`config.mk`:
```
export PLATFORM = sky130hd
export DESIGN_NAME = param_updown_counter
export DESIGN_NICKNAME = d
export VERILOG_FILES = /design/src/rtl/param_updown_counter.sv
export SDC_FILE = /design/constraint.sdc
export NUM_CORES = 1
export LEC_CHECK = 0
export ABC_AREA = 1
export BUFFER_PORTS_ARGS = -buffer_cell sky130_fd_sc_hd__buf_2
export CAP_MARGIN = 5
export CORE_MARGIN = 2
export CORE_UTILIZATION = 42
export DETAILED_ROUTE_END_ITERATION = 10
export PLACE_DENSITY_LB_ADDON = 0.1
export SLEW_MARGIN = 20
export SYNTH_ARGS = -nofsm -noshare
export SYNTH_HDL_FRONTEND = slang
export SYNTH_SLANG_ARGS = --single-unit
```
`constraint.sdc`:
```
create_clock -name clk -period 1.3 [get_ports clk]
set_clock_uncertainty 0.15 [all_clocks]
set_input_delay 0.13 -clock clk [delete_from_list [all_inputs] [get_ports clk]]
set_output_delay 0.13 -clock clk [all_outputs]
set_load 0.05 [all_outputs]
```
`src/rtl/param_updown_counter.sv`:
```
// param_updown_counter: parametrised wrap/saturate up/down counter with load, clear and boundary flags
module param_updown_counter #(
    parameter int               WIDTH     = 8,
    parameter logic [WIDTH-1:0] MAX_VAL   = '1,
    parameter logic [WIDTH-1:0] STEP      = WIDTH'(1),
    parameter bit               SATURATE  = 1'b0,
    parameter logic [WIDTH-1:0] RESET_VAL = '0
) (
    input  logic             clk,
    input  logic             rst,
    input  logic             clr,
    input  logic             load,
    input  logic [WIDTH-1:0] load_val,
    input  logic             en,
    input  logic             dir,
    output logic [WIDTH-1:0] count,
    output logic [WIDTH-1:0] count_next,
    output logic             tc,
    output logic             wrapped,
    output logic             ovf
);
    // one extra bit so sums and wrap corrections never truncate
    localparam logic [WIDTH:0] MAX = {1'b0, MAX_VAL};
    localparam logic [WIDTH:0] STP = {1'b0, STEP};
    localparam logic [WIDTH:0] MOD = {1'b0, MAX_VAL} + 1'b1;
    localparam logic [WIDTH:0] RST = {1'b0, RESET_VAL};
    logic [WIDTH:0] cnt, lv, up_val, dn_val, nxt;
    logic up_hit, dn_hit;
    always_comb begin
        cnt = {1'b0, count};
        lv = ({1'b0, load_val} > MAX) ? MAX : {1'b0, load_val};
        up_hit = cnt > MAX - STP;
        dn_hit = cnt < STP;
        up_val = up_hit ? (SATURATE ? MAX : cnt + STP - MOD) : cnt + STP;
        dn_val = dn_hit ? (SATURATE ? '0 : cnt + MOD - STP) : cnt - STP;
        nxt = clr ? RST : load ? lv : en ? (dir ? up_val : dn_val) : cnt;
        tc = en & ~clr & ~load & (dir ? up_hit : dn_hit);
    end
    assign count_next = WIDTH'(nxt);
    always_ff @(posedge clk or negedge rst) begin
        if (!rst) begin
            count <= RESET_VAL;
            wrapped <= 1'b0;
            ovf <= 1'b0;
        end else begin
            count <= count_next;
            wrapped <= tc;
            ovf <= ~clr & (ovf | tc);
        end
    end
endmodule

```
==> results of run 1 <==
## cells by family after synthesis
| family | Yosys count | share of synthesized area [%] |
|---|---|---|
| DFF | 10 | 31.10 |
| xor gates and xnor gates | 2 | 2.178 |
| buffers and inverters | 20 | 10.89 |
| and+or+nand+nor | 72 | 38.88 |
| AOI/OAI and AO/OA | 16 | 12.29 |
| adders and majority gates | 3 | 4.666 |
## repair_timing
action / CTS
gates resized for setup: 44
hold buffers: 2
setup buffers: 10
pin swaps: 18
endpoints found under the hold margin: 11
endpoints found under the setup margin: 24
## metrics by stage
stage          cell area, µm²  hold slack (ps)  utilization (%)  setup WS, ps
2_1_floorplan           868.3           -315.6                -        -623.1
3_5_place_dp             1224           -147.3            69.36        -520.8
4_1_cts                  1496            46.92            84.82        -727.4
3_3_place_gp             1224           -150.5            69.36        -492.4
==> qor.yml, run 1 <==
run_status:
  status: "did not finish"
  failing_step: "global routing (5_1_grt)"
  error: "[ERROR DPL-0033] detailed placement checks failed during check placement."
yosys:
  yosysSeqAreaShare_pct: 31.10
  syn_nets: 140
  synth-seq-cells: 10
  ys_top_cells_by_count: "nor2_1 (28), nand2_1 (25), inv_1 (15)"
  ys.flop_type: "dfrtp_1"
  syn_avg_cell_area_um2: 6.541
  synth.area.top_cells: "dfrtp_1 (31%), nor2_1 (13%), nand2_1 (12%)"
  synthArstFlopShare_pct: 100.0
  synth-edff-count: 0
  netlist.area_leader.share_pct: 31.10
  syn_area_um2: 804.5
  syn-instance-count: 123
  synth_cell_types: 24
  yosysWarnings: 0
  synth_top_area_cell: "dfrtp_1"
  yosysMostFrequentCell: "nor2_1"
place:
  portBuffers: 32
  dp_cells: 202
  gp_congestion: 0.8267
  place_hpwl_mm: 1.776
clock_tree:
  clock-sinks: 10
  cts_buffer_depth: 2
  htreeDepth: 1
  cts_made_buffers: 3
  clockRootBuffer: "clkbuf_4"
sta:
  endpoint_type: "top-level output"
  grt-worst-endpoint: "count_next[5]"
global_routing:
  grt_max_degree: 11
  antenna_found_initial: 0
floorplanning:
  initial_core_util_pct: 45.60
  placementRows: 15
  pin_count: 33
  die_w_um: 47.77
  die_y_um: 47.77
==> inputs of run 2 (changes only) <==
--- a/config.mk
+++ b/config.mk
@@ -8,10 +8,10 @@
 export ABC_AREA = 1
 export BUFFER_PORTS_ARGS = -buffer_cell sky130_fd_sc_hd__buf_2
 export CAP_MARGIN = 5
-export CORE_MARGIN = 2
-export CORE_UTILIZATION = 42
+export CORE_AREA = 2 2 63 65
 export DETAILED_ROUTE_END_ITERATION = 10
-export PLACE_DENSITY_LB_ADDON = 0.1
+export DIE_AREA = 0 0 65 67
+export PLACE_DENSITY_LB_ADDON = 0.15
 export SLEW_MARGIN = 20
 export SYNTH_ARGS = -nofsm -noshare
 export SYNTH_HDL_FRONTEND = slang
==> constraint.sdc (replaced) <==
create_clock -name clk -period 1.7 [get_ports clk]
set_clock_uncertainty 0.15 [all_clocks]
set_input_delay 0.17 -clock clk [delete_from_list [all_inputs] [get_ports clk]]
set_output_delay 0.17 -clock clk [all_outputs]
set_load 0.05 [all_outputs]
==> run 2 against run 1 <==
Compared with the run above: synthesized area unchanged; the flow now finishes, with violations (setup timing); synthesized cell count unchanged.
==> qor.yml, run 2 <==
cells_and_area:
  final_cells: 229
  largestRegisters: "count x8, ovf x1, wrapped x1"
  diodes: 0
  final_cell_mix: "nor2_1 (25), buf_2 (23), buf_4 (19)"
  fin_nets: 199
  syn_to_final_growth_pct: 81.80
  layout_commonest_cell: "nor2_1"
  largest_reg_flops: 8
  largest-register: "count"
  drive_above_1_share_pct: 58.56
yosys:
  yosysMostFrequentCell: "nor2_1"  # unchanged
  ys.flop_type: "dfrtp_1"  # unchanged
  yosysWarnings: 0  # unchanged
  yosysSeqAreaShare_pct: 31.10  # unchanged
  syn_nets: 140  # unchanged
  syn_avg_cell_area_um2: 6.541  # unchanged
  synth.area.top_cells: "dfrtp_1 (31%), nor2_1 (13%), nand2_1 (12%)"  # unchanged
  netlist.area_leader.share_pct: 31.10  # unchanged
  synth_top_area_cell: "dfrtp_1"  # unchanged
  syn-instance-count: 123  # unchanged
  ys_top_cells_by_count: "nor2_1 (28), nand2_1 (25), inv_1 (15)"  # unchanged
  synth_cell_types: 24  # unchanged
  synthArstFlopShare_pct: 100.0  # unchanged
  syn_area_um2: 804.5  # unchanged
  synth-edff-count: 0  # unchanged
  synth-seq-cells: 10  # unchanged
critical_path:
  crit_type: "reg2out"
  crit_required_ps: 1380
  worst-path-buf-inv: 2
  cp-end-kind: "output pin"
  arrival_ps: 1730
  crit_family: "simple AND/OR/NAND/NOR gates"
  critPathSlowestCell: "dfrtp_2"
  cp_max_fo: 5
  start_kind: "flop"
  slowest_delay_ps: 450
  cp_cell_sequence: "ha_4, or2_4, o21ai_2, nor2_2, nand3b_1, nand3_2, nand2_2, clkinvlp_4, buf_8"
pwr:
  p_sw_share_pct: 39.30
  power.internal_uw: 604.6
  leakagePower_uw: 0.0006969
  p_seq_share_pct: 28.4
  comb_power_share_pct: 46.0
  power_switching_uw: 391.4
  fin_total_pwr_uw: 996.0
  p_per_area_mw_per_mm2: 681.0
  power.share.clock_pct: 25.6
  vdd_ir_drop_max_mv: 0.2813
sta:
  max_freq_mhz: 488.7
  rsz0062_at_grt: "true"
  worst_pin_slew_ps: 254.0
  slew_headroom_pct: 83.07
  min_period_ps: 2046
  hold_ws_ps: 145.7
  setup_viol: 10
  fin_ws_ps: -346.3
  hold_viol: 0
  period_share_pct: 120.4
  slew_viol_final: 0
run_status:
  status: "finished with violations"  # was did not finish
  violations: "setup timing"
clock_tree:
  clock-sinks: 10  # unchanged
  clkLatencyLatePin_ps: 240
  cts_buffer_depth: 2  # unchanged
  htreeDepth: 1  # unchanged
  cts_made_buffers: 3  # unchanged
  cts_tree: "done"
  cts.clk_slew.worst_paths_ps: 50
  clockRootBuffer: "clkbuf_8"  # was clkbuf_4
floorplanning:
  die_y_um: 67  # was 47.77 µm
  core_region_area_mm2: 0.003606
  fp.dieArea_mm2: 0.004355
  placementRows: 22  # was 15
  pin_count: 33  # unchanged
  initial_core_util_pct: 22.31  # was 45.60%
  die_w_um: 65  # was 47.77 µm
global_routing:
  grt_use_total_pct: 12.47
  grt_pass1_vias: 959
  grt_overflow: 0
  grt_pass1_wl_mm: 4.146
  grt_max_degree: 11
  antenna_found_initial: 0
detailed_routing:
  routed-via-count: 962
  ant_nets: 0
  drt-total-wl_mm: 2.574
  dr_wl_met2_mm: 1.316
  dr_wl_met3_um: 50
  dr.pass1.iters: 4
  met1_length_mm: 1.156
  vias_per_cell: 4.201
  post_drt_wl_per_cell_um: 11.24
  drtIter0Drc: 24
  drcViolationCount: 0
  highest-signal-layer: "met4"
place:
  dp_cells: 214  # was 202
  gp_congestion: 0.7940  # was 0.8267
  portBuffers: 32  # unchanged
  place_hpwl_mm: 1.927  # was 1.776 mm
hold_path:
  hp-class: "in2reg"
job:
  cap_violations: 0
-- run 2: cell counts after synthesis --
No cell type changed its count.
-- run 2: area by class of cell --
class,instances,area (µm²)
multi-input cells,93,574.3
flip-flops and latches,10,257.7
well taps,48,60.06
repair buffers,57,444.2
fillers,390,2143
inverters,17,81.33
clock buffers,4,45.04
-- run 2: through the flow --
step / utilization [%] / setup slack, ps / TNS, ps / cell area [µm²]
5_1_grt: 40.56 / -427.3 / -3369 / 1463
6_report: 40.56 / -346.3 / -2263 / 1463
3_3_place_gp: 32.44 / -142.9 / -659.6 / 1170
3_5_place_dp: 32.44 / -164.0 / -736.7 / 1170
2_1_floorplan: - / -223.1 / -1563 / 868.3
4_1_cts: 37.16 / -330.7 / -2180 / 1340
-- run 2: what timing repair did --
action                                  in CTS  in global routing
buffers inserted                             3                  7
resized for setup                           28                 20
endpoints found under the setup margin       9                 14
hold endpoints to repair                    10                  0
pin swaps                                   11                 16
cloned                                       0                  0
hold buffers                                 1                  0
-- run 2: logic make-up after synthesis --
| kind of cell | after synthesis | share of synthesized area (%) |
|---|---|---|
| adder cells (fa/ha/maj) | 3 | 4.666 |
| AO/OA/AOI/OAI | 16 | 12.29 |
| flip-flops | 10 | 31.10 |
| buffers and inverters | 20 | 10.89 |
| AND/OR/NAND/NOR | 72 | 38.88 |
| XOR/XNOR | 2 | 2.178 |
-- run 2: power groups by stage --
stage	Sequential, µW	Combinational (µW)	Clock [µW]
after floorplan	341	192	0
after global placement	285	362	0
after detailed placement	285	364	0
after CTS	281	413	261
after global routing	286	493	275
final	283	458	255
-- run 2: path summary, 6_finish.rpt --
path | from | endpoint | slack (ps) | depth (start not counted)
min | clr | ovf | 150 | 2
max reg2reg | count[1] | count[6] | -30 | 9
max in group asynchronous | rst | count[5] | 990 | 2
min reg2reg | ovf | ovf | 370 | 2
max | count[1] | count_next[6] | -350 | 9
min in group asynchronous | rst | count[2] | 180 | 2
-- run 2: worst register-to-register path: cells and delay by family, from the launching register on --
family | cells | cell delay (ps)
AND/OR/NAND/NOR | 5 | 550
buffers and inverters | 2 | 220
adder cells (fa/ha/maj) | 1 | 170
flip-flops | 1 | 450
AO/OA/AOI/OAI | 1 | 70
-- run 2: routing by layer --
layer	up-vias	GRT usage (%)
li1	498	-
met1	446	14.87
met2	14	21.13
met3	4	1.858
met4	0	7.447
met5	-	0
Power figures use the tool's default switching activity.
==> inputs of run 3 (changes only) <==
--- a/config.mk
+++ b/config.mk
@@ -5,7 +5,6 @@
 export SDC_FILE = /design/constraint.sdc
 export NUM_CORES = 1
 export LEC_CHECK = 0
-export ABC_AREA = 1
 export BUFFER_PORTS_ARGS = -buffer_cell sky130_fd_sc_hd__buf_2
 export CAP_MARGIN = 5
 export CORE_AREA = 2 2 63 65
==> constraint.sdc (replaced) <==
create_clock -name clk -period 1.7 [get_ports clk]
set_clock_uncertainty 0.15 [all_clocks]
set_input_delay 0 -clock clk [delete_from_list [all_inputs] [get_ports clk]]
set_output_delay 0 -clock clk [all_outputs]
set_load 0.05 [all_outputs]
==> run 3 against run 2 <==
Compared with the run above: the run still ends with setup timing left; die area stayed put; first-iteration DRC count is 92% higher; wire length shrank 3.6%; utilization stayed put; critical endpoint unchanged; largest power group unchanged; highest routed layer unchanged.
==> qor.yml, run 3 <==
run_status:
  status: "finished with violations"  # unchanged
  violations: "setup timing"  # unchanged
cells_and_area:
  fin_nets: 160  # was 199
  largest_reg_flops: 8  # unchanged
  drive_above_1_share_pct: 64.79  # was 58.56%
  diodes: 0  # unchanged
  largestRegisters: "count x8, ovf x1, wrapped x1"  # unchanged
  stdcell_area_mm2: 0.001463  # unchanged
  n_fill_cell: 362  # was 390
  final_cell_mix: "buf_2 (23), buf_4 (23), buf_6 (10)"  # was nor2_1 (25), buf_2 (23), buf_4 (19)
  largest-register: "count"  # unchanged
  syn_to_final_growth_pct: 102.2  # was 81.80%
yosys:
  synth_xor_area_share_pct: 6.055  # was 2.177%
  yosysSeqAreaShare_pct: 34.60  # was 31.10%
  syn_avg_cell_area_um2: 9.516  # was 6.541 µm²
  syn_area_um2: 723.2  # was 804.5 µm²
  synth.area.top_cells: "dfrtp_1 (35%), xor2_1 (6.1%), ha_1 (5.2%)"  # was dfrtp_1 (31%), nor2_1 (13%), nand2_1 (12%)
  synthArstFlopShare_pct: 100.0  # unchanged
  syn_nets: 93  # was 140
  syn-instance-count: 76  # was 123
  synth_top_area_cell: "dfrtp_1"  # unchanged
  synth-seq-cells: 10  # unchanged
  muxShareOfSynthArea_pct: 4.325  # was 0%
  synth-adder-area-share_pct: 5.190  # was 4.666%
  yosysMostFrequentCell: "dfrtp_1"  # was nor2_1
  synth_cell_types: 33  # was 24
  yosysWarnings: 0  # unchanged
  synth-edff-count: 0  # unchanged
  netlist.area_leader.share_pct: 34.60  # was 31.10%
  synth_compound_area_share_pct: 17.30  # was 12.29%
  ys_top_cells_by_count: "dfrtp_1 (10), nand2_1 (6), nor2_1 (5), xor2_1 (5), nor4b_1 (4)"  # was nor2_1 (28), nand2_1 (25), inv_1 (15)
  synth_top_family_by_area: "simple AND/OR/NAND/NOR gates"  # unchanged
  ys.flop_type: "dfrtp_1"  # unchanged
  yosys.area_share.simple_pct: 28.20  # was 38.88%
critical_path:
  crit_required_ps: 1550  # was 1380 ps
  crit_type: "reg2out"  # unchanged
  arrival_ps: 2030  # was 1730 ps
  cp_max_fo: 3  # was 5
  crit_start: "count[1]"  # unchanged
  cp-end-kind: "output pin"  # unchanged
  start_kind: "flop"  # unchanged
  reg2reg_from: "count[1]"  # unchanged
sta:
  slew_headroom_pct: 69.65  # was 83.07%
  rsz0062_at_grt: "true"  # unchanged
  setup_viol: 16  # was 10
  slew_viol_final: 0  # unchanged
  hold_viol: 0  # unchanged
  hold_ws_ps: 13.49  # was 145.7 ps
  fin_ws_ps: -477.0  # was -346.3 ps
  tns_ps: -4262  # was -2263 ps
  min_period_ps: 2177  # was 2046 ps
  period_share_pct: 128.1  # was 120.4%
  max_freq_mhz: 459.3  # was 488.7 MHz
  worst_pin_slew_ps: 455.2  # was 254.0 ps
detailed_routing:
  drcViolationCount: 0  # unchanged
  routed-via-count: 866  # was 962
  vias_per_cell: 4.558  # was 4.201
  ant_nets: 0  # unchanged
  drt-total-wl_mm: 2.481  # was 2.574 mm
  drtIter0Drc: 46  # was 24
  post_drt_wl_per_cell_um: 13.06  # was 11.24 µm
  dr.pass1.iters: 4  # unchanged
clock_tree:
  cts_tree: "done"  # unchanged
  htreeDepth: 1  # unchanged
  clkLatencyLatePin_ps: 240  # about the same
  cts.clk_slew.worst_paths_ps: 50  # about the same
  cts_made_buffers: 3  # unchanged
  clockRootBuffer: "clkbuf_8"  # unchanged
  clock-sinks: 10  # unchanged
  cts_buffer_depth: 2  # unchanged
global_routing:
  grt_pass1_wl_mm: 4.022  # was 4.146 mm
  grt_pass1_vias: 834  # was 959
  grt_use_total_pct: 12.24  # was 12.47%
  grt_max_degree: 17  # was 11
  antenna_found_initial: 0  # unchanged
  grt_overflow: 0  # unchanged
floorplanning:
  initial_core_util_pct: 20.06  # was 22.31%
  placementRows: 22  # unchanged
  pin_count: 33  # unchanged
  die_y_um: 67  # unchanged
  core_region_area_mm2: 0.003606  # unchanged
  fp.dieArea_mm2: 0.004355  # unchanged
  die_w_um: 65  # unchanged
hold_path:
  hold_path_startpoint: "load_val[1]"  # was clr
  hp-class: "in2reg"  # unchanged
place:
  portBuffers: 32  # unchanged
  pre_cts_slack_ps: -293.5  # was -164.0 ps
  gp_congestion: 0.7625  # was 0.7940
  place_hpwl_mm: 1.791  # was 1.927 mm
  placed_cell_area_mm2: 0.001156  # was 0.001170 mm²
job:
  cap_violations: 0  # unchanged
pwr:
  p_per_area_mw_per_mm2: 669.7  # was 681.0 mW/mm²
  leakagePower_uw: 0.0006385  # was 0.0006969 µW
  vdd_ir_drop_max_mv: 0.3547  # was 0.2813 mV
==> run 3: metrics by stage <==
step | cells | util [%] | total power [µW]
4_1_cts | 188 | 39.28 | 978.9
6_report | 190 | 40.56 | 979.6
3_3_place_gp | 170 | 32.06 | 637.3
3_5_place_dp | 170 | 32.06 | 639.5
5_1_grt | 190 | 40.56 | 1038
2_1_floorplan | 76 | - | 521.1
==> run 3: final timing paths <==
check | endpoint | slack (ps) | cells past startpoint
worst min-delay path | count[1] | 10 | 4
worst max register to register | count[6] | -420 | 8
min in group asynchronous | count[7] | 20 | 2
max in group asynchronous | count[5] | 1140 | 2
worst min register to register | ovf | 340 | 2
worst max-delay path | count_next[6] | -480 | 7
==> run 3: cell families (layout without fill, tap and decap cells) <==
logic type | count (synthesis) | count (layout)
xor+xnor | 5 | 5
buf+inv | 7 | 73
flops | 10 | 10
compound gates | 14 | 14
simple gates | 34 | 34
fa+ha+maj | 3 | 3
mux | 3 | 3
==> run 3: final cells by class <==
cell class / instances / area, µm² / share of cell area [%]
timing repair buffer: 66 / 505.5 / 34.56
sequential: 10 / 259.0 / 17.71
clock buffer: 4 / 45.04 / 3.080
multi-input combinational: 59 / 581.8 / 39.78
tap: 48 / 60.06 / 4.106
inverter: 3 / 11.26 / 0.7699
==> run 3: critical path, stage by stage (launching register included) <==
cell and delay, ps:
dfrtp_2 420, inv_2 90, ha_4 130, or3b_4 400, o22ai_4 190, nor4b_2 70
a221o_2 340, buf_6 160
==> run 3: repair_timing <==
action | 4_1_cts | 5_1_grt
endpoints found under the setup margin | 15 | 17
pin swaps | 8 | 8
gates resized for setup | 24 | 8
hold buffers | 9 | 0
setup buffers | 5 | 3
endpoints found under the hold margin | 17 | 0
==> run 3: power breakdown <==
| part | total [µW] | switching, µW | internal, µW |
|---|---|---|---|
| sequential | 272 | 15.3 | 257 |
| clock | 264 | 99.5 | 165 |
| combinational | 443 | 258 | 186 |
==> run 3: layer usage <==
layer / part of all wire, % / routed length [µm] / vias up / track usage [%]
met3: 5.0 / 125 / 2 / 4.054
met4: 0.28 / 7 / 0 / 2.394
met1: 44 / 1084 / 426 / 15.42
li1: - / - / 414 / -
met2: 51 / 1264 / 24 / 20.36
met5: 0 / 0 / - / 0
==> inputs of run 4 (changes only) <==
==> constraint.sdc (replaced) <==
create_clock -name clk -period 1.7 [get_ports clk]
set_clock_uncertainty 0.15 [all_clocks]
set_input_delay 0.085 -clock clk [delete_from_list [all_inputs] [get_ports clk]]
set_output_delay 0.085 -clock clk [all_outputs]
set_load 0.05 [all_outputs]
==> run 4 against run 3 <==
Compared with the run above: the run still ends with setup timing left; highest routed layer unchanged; sequential power hardly changed; cell area up 6.0%; die area stayed put; largest cell class unchanged; worst hold slack gained 49 ps; power is 4.1% higher.
==> qor.yml, run 4 (synthesis results as in run 3) <==
sta:
  period_share_pct: 131.7  # was 128.1%
  slew_viol_final: 0  # unchanged
  rsz0062_at_grt: "true"  # unchanged
  max_freq_mhz: 446.6  # was 459.3 MHz
  setup_viol: 16  # unchanged
  worst_pin_slew_ps: 353.2  # was 455.2 ps
  fin_ws_ps: -539.3  # was -477.0 ps
  hold_viol: 0  # unchanged
  slew_headroom_pct: 75.84  # was 69.65%
  min_period_ps: 2239  # was 2177 ps
cells_and_area:
  final_cells: 193  # was 190
  register_area_um2: 259.0  # unchanged
  largest-register: "count"  # unchanged
  stdcell_area_mm2: 0.001550  # was 0.001463 mm²
  layout_commonest_cell: "buf_4"
  fin_nets: 163  # was 160
  multi_input_area_um2: 651.9  # was 581.8 µm²
  largestRegisters: "count x8, ovf x1, wrapped x1"  # unchanged
  syn_to_final_growth_pct: 114.4  # was 102.2%
  largest_reg_flops: 8  # unchanged
  n_fill_cell: 366  # was 362
  final_cell_mix: "buf_4 (28), buf_2 (23), buf_6 (14)"  # was buf_2 (23), buf_4 (23), buf_6 (10)
  diodes: 0  # unchanged
  drive_above_1_share_pct: 73.10  # was 64.79%
critical_path:
  start_kind: "flop"  # unchanged
  critPathSlowestCell: "dfrtp_2"  # unchanged
  slowest_delay_ps: 410  # was 420 ps
  reg2reg_from: "count[3]"  # was count[1]
  reg2regPathDepth: 6  # was 8
  reg2reg_slack_ps: -210  # was -420 ps
  cp_max_fo: 2  # was 3
  crit_required_ps: 1460  # was 1550 ps
  rr_endpoint: "ovf"  # was count[6]
  cp_cell_sequence: "inv_2, ha_4, or3b_4, o22ai_4, nor4b_2, a221o_2, buf_6"  # unchanged
  crit_type: "reg2out"  # unchanged
  cp-end-kind: "output pin"  # unchanged
  arrival_ps: 2000  # was 2030 ps
floorplanning:
  die_y_um: 67  # unchanged
  fp.dieArea_mm2: 0.004355  # unchanged
  core_region_area_mm2: 0.003606  # unchanged
  initial_core_util_pct: 20.06  # unchanged
  die_w_um: 65  # unchanged
  placementRows: 22  # unchanged
  pin_count: 33  # unchanged
detailed_routing:
  dr.pass1.iters: 5  # was 4
  vias_per_cell: 4.503  # was 4.558
  ant_nets: 0  # unchanged
  drcViolationCount: 0  # unchanged
  drt-total-wl_mm: 2.540  # was 2.481 mm
  drtIter0Drc: 39  # was 46
  post_drt_wl_per_cell_um: 13.16  # was 13.06 µm
  routed-via-count: 869  # was 866
clock_tree:
  cts_made_buffers: 3  # unchanged
  cts_buffer_depth: 2  # unchanged
  clock-sinks: 10  # unchanged
  htreeDepth: 1  # unchanged
  clkLatencyLatePin_ps: 240  # about the same
  cts.clk_slew.worst_paths_ps: 50  # about the same
  clockRootBuffer: "clkbuf_8"  # unchanged
  cts_tree: "done"  # unchanged
pwr:
  vdd_ir_drop_max_mv: 0.3335  # was 0.3547 mV
  leakagePower_uw: 0.0006732  # was 0.0006385 µW
  p_sw_share_pct: 38.38  # was 38.04%
  power_switching_uw: 391.3  # was 372.6 µW
  power.internal_uw: 628.2  # was 606.9 µW
  power.share.clock_pct: 26.3  # was 27.0%
  comb_power_share_pct: 47.2  # was 45.3%
  p_seq_share_pct: 26.6  # was 27.8%
  p_per_area_mw_per_mm2: 657.6  # was 669.7 mW/mm²
hold_path:
  worstHoldPathCells: 3  # was 4
  worstHoldEndpoint: "count[4]"  # was count[1]
  hp-class: "in2reg"  # unchanged
  hold_path_startpoint: "load_val[4]"  # was load_val[1]
global_routing:
  grt_pass1_vias: 855  # was 834
  grt_max_degree: 15  # was 17
  grt_use_total_pct: 12.39  # was 12.24%
  grt_overflow: 0  # unchanged
  antenna_found_initial: 0  # unchanged
  grt_pass1_wl_mm: 4.057  # was 4.022 mm
place:
  gp_congestion: 0.7872  # was 0.7625
  dp_cells: 173  # was 170
  place_hpwl_mm: 1.886  # was 1.791 mm
  placed_cell_area_mm2: 0.001179  # was 0.001156 mm²
  portBuffers: 32  # unchanged
run_status:
  status: "finished with violations"  # unchanged
  violations: "setup timing"  # unchanged
job:
  cap_violations: 0  # unchanged
[run 4: cell count changes in the layout (fill, tap and decap cells not counted), sizes merged]
cell         previous run  this run
dlygate4sd3             9         4
buf                    57        65
[run 4: per-stage QoR]
step	setup WS, ps	setup TNS, ps	hold WS, ps	util (%)	total power (µW)
final	-539.3	-4302	62.74	42.99	1020
after global routing	-607.5	-5484	92.23	42.99	1072
after CTS	-560.6	-4883	59.86	41.05	999.6
after detailed placement	-363.9	-2734	-177.4	32.69	646.6
after global placement	-353.8	-2700	-174.5	32.69	645.5
after floorplan	-595.8	-6546	-360.6	-	521.1
[run 4: critical path: cells and delay by family, from the launching register on]
kind	cells	cell delay (ps)
buf+inv	2	240
simple gates	2	460
compound gates	2	510
fa+ha+maj	1	130
flops	1	410
[run 4: metal layers]
layer | up-vias | routed length [µm] | global-route usage, %
met2 | 29 | 1291 | 21.65
met1 | 411 | 1038 | 14.75
met3 | 4 | 190 | 4.730
met4 | 0 | 20 | 1.596
met5 | - | 0 | 0
li1 | 425 | - | -
[run 4: area by class of cell]
cell class / count / area share (%)
well taps: 48 / 3.874
repair buffers: 69 / 33.74
multi-input cells: 59 / 42.05
flip-flops and latches: 10 / 16.71
clock buffers: 4 / 2.906
inverters: 3 / 0.7264
[run 4: how the worst max path moves through the flow]
stage	slack (ps)	endpoint	start
finish	-540	count_next[6]	count[1]
global route	-610	count_next[6]	count[1]
CTS	-560	count_next[5]	count[2]
detailed placement	-360	count_next[6]	count[4]
global placement	-350	count_next[4]	count[1]
floorplan	-600	wrapped	count[1]
[run 4: repair_timing]
action	4_1_cts	5_1_grt
hold endpoints to repair	13	0
endpoints found under the setup margin	16	17
resized for setup	37	6
buffers inserted	7	6
pin swaps	12	11
hold buffers	4	0
[run 4: power groups by stage]
stage | clock network, µW | registers, µW | logic, µW
5_1_grt | 288 | 273 | 511
2_1_floorplan | 0 | 340 | 181
4_1_cts | 267 | 270 | 463
3_3_place_gp | 0 | 273 | 372
6_report | 268 | 271 | 481
3_5_place_dp | 0 | 273 | 373
